===== src/rtl/multicycle_controller.sv =====
// Multi-cycle MIPS control FSM: sequences each instruction through
// FETCH/DECODE/EXECUTE/MEMORY/WRITEBACK, handshakes with the unified memory
// port via mem_req/mem_ready, and traps on illegal opcodes or memory timeout.
//
//   state     | meaning
//   ----------+-------------------------------------------------------------
//   FETCH     | request instruction word; load IR and PC+4 on mem_ready
//   DECODE    | latch opcode/func; resolve j/jr, send jal to writeback
//   EXECUTE   | drive ALU controls; resolve branches
//   MEMORY    | data access for lw/sw, wait for mem_ready
//   WRITEBACK | single register-file write (and jal PC update)
//   TRAP      | illegal opcode or memory timeout; left only through reset
module multicycle_controller #(
  parameter int OP_WIDTH      = 6,
  parameter int FUNC_WIDTH    = 6,
  parameter int TIMEOUT_WIDTH = 8,
  parameter int MEM_TIMEOUT   = 200
) (
  input  logic                  clock,
  input  logic                  rst_n,
  input  logic [OP_WIDTH-1:0]   opcode,
  input  logic [FUNC_WIDTH-1:0] func,
  input  logic                  zero,
  input  logic                  mem_ready,
  output logic                  mem_req,
  output logic                  mem_write,
  output logic                  ir_write,
  output logic                  pc_write,
  output logic [1:0]            pc_src,
  output logic                  reg_write,
  output logic                  reg_dst,
  output logic                  mem_to_reg,
  output logic                  jal,
  output logic                  alu_src,
  output logic [1:0]            alu_op,
  output logic                  sftmd,
  output logic                  retired,
  output logic                  trap,
  output logic [1:0]            trap_cause,
  output logic [2:0]            state
);

  typedef enum logic [2:0] {
    S_FETCH     = 3'd0,
    S_DECODE    = 3'd1,
    S_EXECUTE   = 3'd2,
    S_MEMORY    = 3'd3,
    S_WRITEBACK = 3'd4,
    S_TRAP      = 3'd7
  } state_t;

  // Last count value before the watchdog fires; the fire cycle is the
  // MEM_TIMEOUT-th consecutive wait cycle in the same state.
  localparam logic [TIMEOUT_WIDTH-1:0] WD_LAST = TIMEOUT_WIDTH'(MEM_TIMEOUT - 1);

  state_t                   state_q, state_d;
  logic [OP_WIDTH-1:0]      op_q;
  logic [FUNC_WIDTH-1:0]    fn_q;
  logic [TIMEOUT_WIDTH-1:0] wd_cnt;
  logic [1:0]               cause_q, enter_cause;
  logic                     wait_cyc, wd_expire;

  function automatic logic op_is(input logic [OP_WIDTH-1:0] op, input logic [5:0] code);
    return op == OP_WIDTH'(code);
  endfunction

  function automatic logic is_ifmt(input logic [OP_WIDTH-1:0] op);
    return op[OP_WIDTH-1 -: 3] == 3'b001;
  endfunction

  function automatic logic is_legal(input logic [OP_WIDTH-1:0] op);
    return op_is(op, 6'h00) | op_is(op, 6'h23) | op_is(op, 6'h2B) |
           op_is(op, 6'h04) | op_is(op, 6'h05) | op_is(op, 6'h02) |
           op_is(op, 6'h03) | is_ifmt(op);
  endfunction

  function automatic logic is_shift(input logic [OP_WIDTH-1:0] op,
                                    input logic [FUNC_WIDTH-1:0] fn);
    return op_is(op, 6'h00) &&
           (fn == FUNC_WIDTH'(6'h00) || fn == FUNC_WIDTH'(6'h02) ||
            fn == FUNC_WIDTH'(6'h03) || fn == FUNC_WIDTH'(6'h04) ||
            fn == FUNC_WIDTH'(6'h06) || fn == FUNC_WIDTH'(6'h07));
  endfunction

  assign state      = state_q;
  assign trap_cause = cause_q;
  assign wait_cyc   = ((state_q == S_FETCH) || (state_q == S_MEMORY)) && !mem_ready;
  assign wd_expire  = (MEM_TIMEOUT != 0) && wait_cyc && (wd_cnt >= WD_LAST);

  // State register.
  always_ff @(posedge clock or negedge rst_n) begin
    if (!rst_n) state_q <= S_FETCH;
    else        state_q <= state_d;
  end

  // Decode latch: later stages see only the IR value present in DECODE.
  always_ff @(posedge clock or negedge rst_n) begin
    if (!rst_n) begin
      op_q <= '0;
      fn_q <= '0;
    end else if (state_q == S_DECODE) begin
      op_q <= opcode;
      fn_q <= func;
    end
  end

  // Memory-wait watchdog: restarts on every state change, saturates.
  always_ff @(posedge clock or negedge rst_n) begin
    if (!rst_n)                              wd_cnt <= '0;
    else if (state_d != state_q)             wd_cnt <= '0;
    else if (wait_cyc && (wd_cnt != '1))     wd_cnt <= wd_cnt + 1'b1;
  end

  // Trap cause is captured on TRAP entry and held until reset.
  always_ff @(posedge clock or negedge rst_n) begin
    if (!rst_n)                  cause_q <= 2'd0;
    else if (enter_cause != 2'd0) cause_q <= enter_cause;
  end

  // Next-state and per-state datapath enables; everything is held low in reset.
  always_comb begin
    state_d     = state_q;
    enter_cause = 2'd0;
    mem_req     = 1'b0;
    mem_write   = 1'b0;
    ir_write    = 1'b0;
    pc_write    = 1'b0;
    pc_src      = 2'd0;
    reg_write   = 1'b0;
    reg_dst     = 1'b0;
    mem_to_reg  = 1'b0;
    jal         = 1'b0;
    alu_src     = 1'b0;
    alu_op      = 2'd0;
    sftmd       = 1'b0;
    retired     = 1'b0;
    trap        = 1'b0;
    if (rst_n) begin
      case (state_q)
        S_FETCH: begin
          mem_req = 1'b1;
          if (mem_ready) begin
            ir_write = 1'b1;
            pc_write = 1'b1;
            state_d  = S_DECODE;
          end else if (wd_expire) begin
            state_d     = S_TRAP;
            enter_cause = 2'd2;
          end
        end
        S_DECODE: begin
          if (!is_legal(opcode)) begin
            state_d     = S_TRAP;
            enter_cause = 2'd1;
          end else if (op_is(opcode, 6'h02)) begin
            pc_write = 1'b1;
            pc_src   = 2'd2;
            retired  = 1'b1;
            state_d  = S_FETCH;
          end else if (op_is(opcode, 6'h00) && (func == FUNC_WIDTH'(6'h08))) begin
            pc_write = 1'b1;
            pc_src   = 2'd3;
            retired  = 1'b1;
            state_d  = S_FETCH;
          end else if (op_is(opcode, 6'h03)) begin
            state_d = S_WRITEBACK;
          end else begin
            state_d = S_EXECUTE;
          end
        end
        S_EXECUTE: begin
          alu_src = is_ifmt(op_q) | op_is(op_q, 6'h23) | op_is(op_q, 6'h2B);
          alu_op  = {op_is(op_q, 6'h00) | is_ifmt(op_q),
                     op_is(op_q, 6'h04) | op_is(op_q, 6'h05)};
          sftmd   = is_shift(op_q, fn_q);
          if (op_is(op_q, 6'h04) || op_is(op_q, 6'h05)) begin
            pc_write = (op_is(op_q, 6'h04) & zero) | (op_is(op_q, 6'h05) & ~zero);
            pc_src   = 2'd1;
            retired  = 1'b1;
            state_d  = S_FETCH;
          end else if (op_is(op_q, 6'h23) || op_is(op_q, 6'h2B)) begin
            state_d = S_MEMORY;
          end else begin
            state_d = S_WRITEBACK;
          end
        end
        S_MEMORY: begin
          mem_req   = 1'b1;
          mem_write = op_is(op_q, 6'h2B);
          if (mem_ready) begin
            if (op_is(op_q, 6'h2B)) begin
              retired = 1'b1;
              state_d = S_FETCH;
            end else begin
              state_d = S_WRITEBACK;
            end
          end else if (wd_expire) begin
            state_d     = S_TRAP;
            enter_cause = 2'd2;
          end
        end
        S_WRITEBACK: begin
          reg_write  = 1'b1;
          reg_dst    = op_is(op_q, 6'h00);
          mem_to_reg = op_is(op_q, 6'h23);
          jal        = op_is(op_q, 6'h03);
          if (op_is(op_q, 6'h03)) begin
            pc_write = 1'b1;
            pc_src   = 2'd2;
          end
          retired = 1'b1;
          state_d = S_FETCH;
        end
        S_TRAP: begin
          trap = 1'b1;
        end
        default: begin
          state_d = S_FETCH;
        end
      endcase
    end
  end

endmodule


===== config.mk =====
export PLATFORM = sky130hd
export DESIGN_NAME = multicycle_controller
export DESIGN_NICKNAME = d
export VERILOG_FILES = /design/src/rtl/multicycle_controller.sv
export SDC_FILE = /design/constraint.sdc
export NUM_CORES = 1
export LEC_CHECK = 0
export ABC_AREA = 1
export CAP_MARGIN = 10
export CORE_UTILIZATION = 30
export DETAILED_ROUTE_END_ITERATION = 16
export PLACE_DENSITY_LB_ADDON = 0.05
export SYNTH_ARGS = -nofsm -noshare
export SYNTH_HDL_FRONTEND = slang
export SYNTH_SLANG_ARGS = --single-unit

===== constraint.sdc =====
create_clock -name clock -period 1.6 [get_ports clock]
set_input_delay 0.32 -clock clock [delete_from_list [all_inputs] [get_ports clock]]
set_output_delay 0.32 -clock clock [all_outputs]
set_load 0.02 [all_outputs]

==> impl_results.md <==
* DP HPWL at around 3700 um
* Number of global-route vias before repair at about 1,900
* Post-Syn Area per Cell at around 7.0 um^2
* CTS Buffer Depth at 2
* Fraction of layout cells with a size suffix above 1 at around 59%
* Fraction of met2 tracks used by global routing at a little under a third
* Busiest layer in global routing: met2
* Yosys top cell area share at between 30% and 40%
* Clock transition time at the flip-flop clock pins of the worst setup and hold paths at roughly 90 ps
* Synthesis-to-finish area growth at 97.8%
* Cts bufs inserted at 3
* Clk network pwr share at 8.7%
* R2R Setup Slk at -390 ps
* Asr flop ratio synth at 100%
* Sequential group share of total power at 21.1%
* Post-placement setup slack at -1040 ps
* Starting density of the core at 31.9%
* Worst-case clock skew at a little over 4 ps
* Sequential element share of the synthesized area at between 30% and 40%
* Failing checks: setup timing
* Number of vias per cell after detailed routing at around 4.5
* Normalized max-slew margin at a little under three quarters
* MaxCap Viol Count at 0
* Floorplan die area at between 5000 and 6000 um^2
* Total number of nets in the final design at ~380
* Antenna violations before repair at 0
* Post-Syn Instances at ~240
* Clk Tree Root Cell: clkbuf_8
* GP Congestion at about 0.8
* Number of H-tree levels at 1
* Post-route clock period utilization at 129%
* Number of buffers inserted for hold repair after clock tree synthesis at 0
* Crit Path Class: flop to primary output
* Number of remaining DRC errors at 0
* Beginning of the critical path: state[1]$_DFF_PN0_
* Overall power consumption at 4.94 mW
* Clock latency on the worst-skew pair at approximately 270 ps
* Number of failing hold endpoints at the final stage at 0
* Leak Pwr at ~1.6 nW
* Smallest setup slack after layout at -464 ps
* Number of routed nets with antenna violations at 0
* Clock period minus final worst setup slack at 2060 ps
* Count of flip-flops with a built-in enable after synthesis at 0
* Highest clock rate at around 480 MHz
* Most frequent cells after synthesis: 62 x nand2_1, 31 x inv_1, 27 x nor2_1
* Crit start category: flop
* Hold WC Path Type: primary input to async pin
* 1st-pass router iterations at 4
* CTS tree: done
* Status: complete, but fails checks
* Die height at 76.6 um
* Syn Std Cell Area at 1670 um^2
* Power share of the combinational group at a little over two thirds
* Dominant register cell in the synthesized netlist: dfrtp_1
* Number of pins with negative max-slew slack in the final report at 0
* Number of DRC violations after detailed-routing iteration 0 at 33
* Final setup fails at 28
* Total congestion overflow at 0
* Switching fraction of total power at ~45%
* Area of the core at 5240 um^2
* Largest driver fanout on the critical path at 3
* Input/output buffers at 36
* Cell Int Power at 2.71 mW
* Power spent charging and discharging nets at about 2.2 mW
* Number of library cell types mapped by synthesis at 35
* RSZ-0062 raised after global routing: true
* Worst Path Required at 1280 ps
* Std cell rows at 26
* Crit path capture type: primary output
* Synth Warn # at 0
* Met3 track demand over resource at 3.59%
* Global-route wire length before repair at roughly 8500 um
* Overall die width at 76.6 um
* Most numerous cell in the Yosys netlist: nand2_1
* Number of synthesized register bits at 24
* Routed length per placed instance at 11.9 um
* Worst supply voltage drop on vdd at 748 uV
* Worst Tran Pin Value at approximately 430 ps
* Total via count after detailed routing at between 1,500 and 2,000
* FF-to-FF Start: state[0]$_DFF_PN0_
* Global routing usage summed across all routing layers at between 15 and 20%
* # clock sinks at 24
* Cell type with the largest total area after synthesis: dfrtp_1
* Power density over the cells at between 1000 and 1500 nW/um^2
* Leading cell types by total area after synthesis: dfrtp_1 36%, nand2_1 14%, inv_1 7.0%
* Maximum number of pins on one net before global-route repair at 34
* Number of I/O pins at 37
* ANT cells at 0
* Number of nets in the synthesized netlist at 255
* TNS Setup at -8180 ps
* Finished Core Util at 63.1%
* GRT met1 Usage at between 20% and 30%
* Wire length after detailed routing at approximately 5100 um
* Critical path arrival at roughly 1700 ps
-- metrics by stage --
step / hold WS, ps / instance area [um^2] / cells
4_1_cts: 335 / 2910 / 420
6_report: 335 / 3300 / 427
3_3_place_gp: 461 / 2690 / 406
5_1_grt: 364 / 3300 / 427
2_1_floorplan: 24.4 / 1760 / 238
3_5_place_dp: 464 / 2690 / 406
-- path summary, 6_finish.rpt --
check                                        end  cells after the start
max                                    pc_src[0]                      7
min                        wd_cnt[2]$_DFFE_PN0P_                      2
max reg2reg                wd_cnt[6]$_DFFE_PN0P_                     15
min reg2reg                  fn_q[3]$_DFFE_PN0P_                      2
max in group asynchronous     state[2]$_DFF_PN0_                      2
min in group clock           op_q[2]$_DFFE_PN0P_                      3
-- cell families after synthesis --
| family | count (synthesis) | share of synthesized area [%] |
|---|---|---|
| AOI/OAI and AO/OA | 32 | 12.4 |
| xor gates and xnor gates | 6 | 3.15 |
| adders and majority gates | 1 | 0.749 |
| buffers and inverters | 40 | 9.29 |
| DFF | 24 | 36.0 |
| muxes | 1 | 0.599 |
| and+or+nand+nor | 134 | 37.8 |
-- registers in the layout (all words and copies together) (netlist names) --
name and flops:
wd_cnt 8, op_q 6, fn_q 5, state 3, trap_cause 2
-- critical path: stages, from the launching register on --
cell      delay [ps]
dfrtp_2          460
buf_12           150
nor3_4           270
inv_2             70
a211oi_2         160
nor2_1            70
nor2_2           150
buf_6            140
-- layout make-up --
type,instances,area (um^2)
fillers,480,1930
multi-input cells,174,1330
repair buffers,120,1080
flip-flops and latches,24,604
inverters,35,144
well taps,70,87.6
clock buffers,4,55.1
-- power by group through the flow --
stage | clock, mW | combinational, mW | sequential, mW
3_3_place_gp | 0 | 2.44 | 1.03
5_1_grt | 0.460 | 3.76 | 1.08
4_1_cts | 0.446 | 2.87 | 1.01
6_report | 0.429 | 3.46 | 1.04
3_5_place_dp | 0 | 2.46 | 1.03
2_1_floorplan | 0 | 1.27 | 1.04
-- timing repair --
| action | in CTS | in global routing |
|---|---|---|
| setup endpoints to repair | 30 | 31 |
| pin swaps | 18 | 30 |
| resized for setup | 134 | 93 |
| setup buffers | 10 | 10 |
| gates cloned | 0 | 0 |
-- placed cells by master, fill, tap and decap left out, types with 2 or more instances in the layout --
cell	n
a21oi_1	3
a21oi_2	3
a21oi_4	4
buf_4	65
buf_6	34
clkbuf_8	4
clkdlybuf4s50_1	9
dfrtp_1	21
dfrtp_2	3
dlygate4sd2_1	8
dlymetal6s2s_1	2
inv_1	17
inv_2	13
inv_4	5
nand2_1	42
nand2_2	12
nand2_4	9
nand3_1	10
nand3_2	4
nand3_4	3
nand4_1	4
nor2_1	11
nor2_2	11
nor2_4	19
nor3_4	4
o21ai_0	10
o21ai_1	2
o21ai_2	3
o21ai_4	2
xor2_1	4
-- layer usage --
layer / up-vias / part of all wire [%]
met4: 0 / 1.2
met3: 8 / 2.8
met5: - / 0
met2: 30 / 50
met1: 880 / 46
li1: 997 / -
No activity file was read; power rests on OpenSTA's default activity.
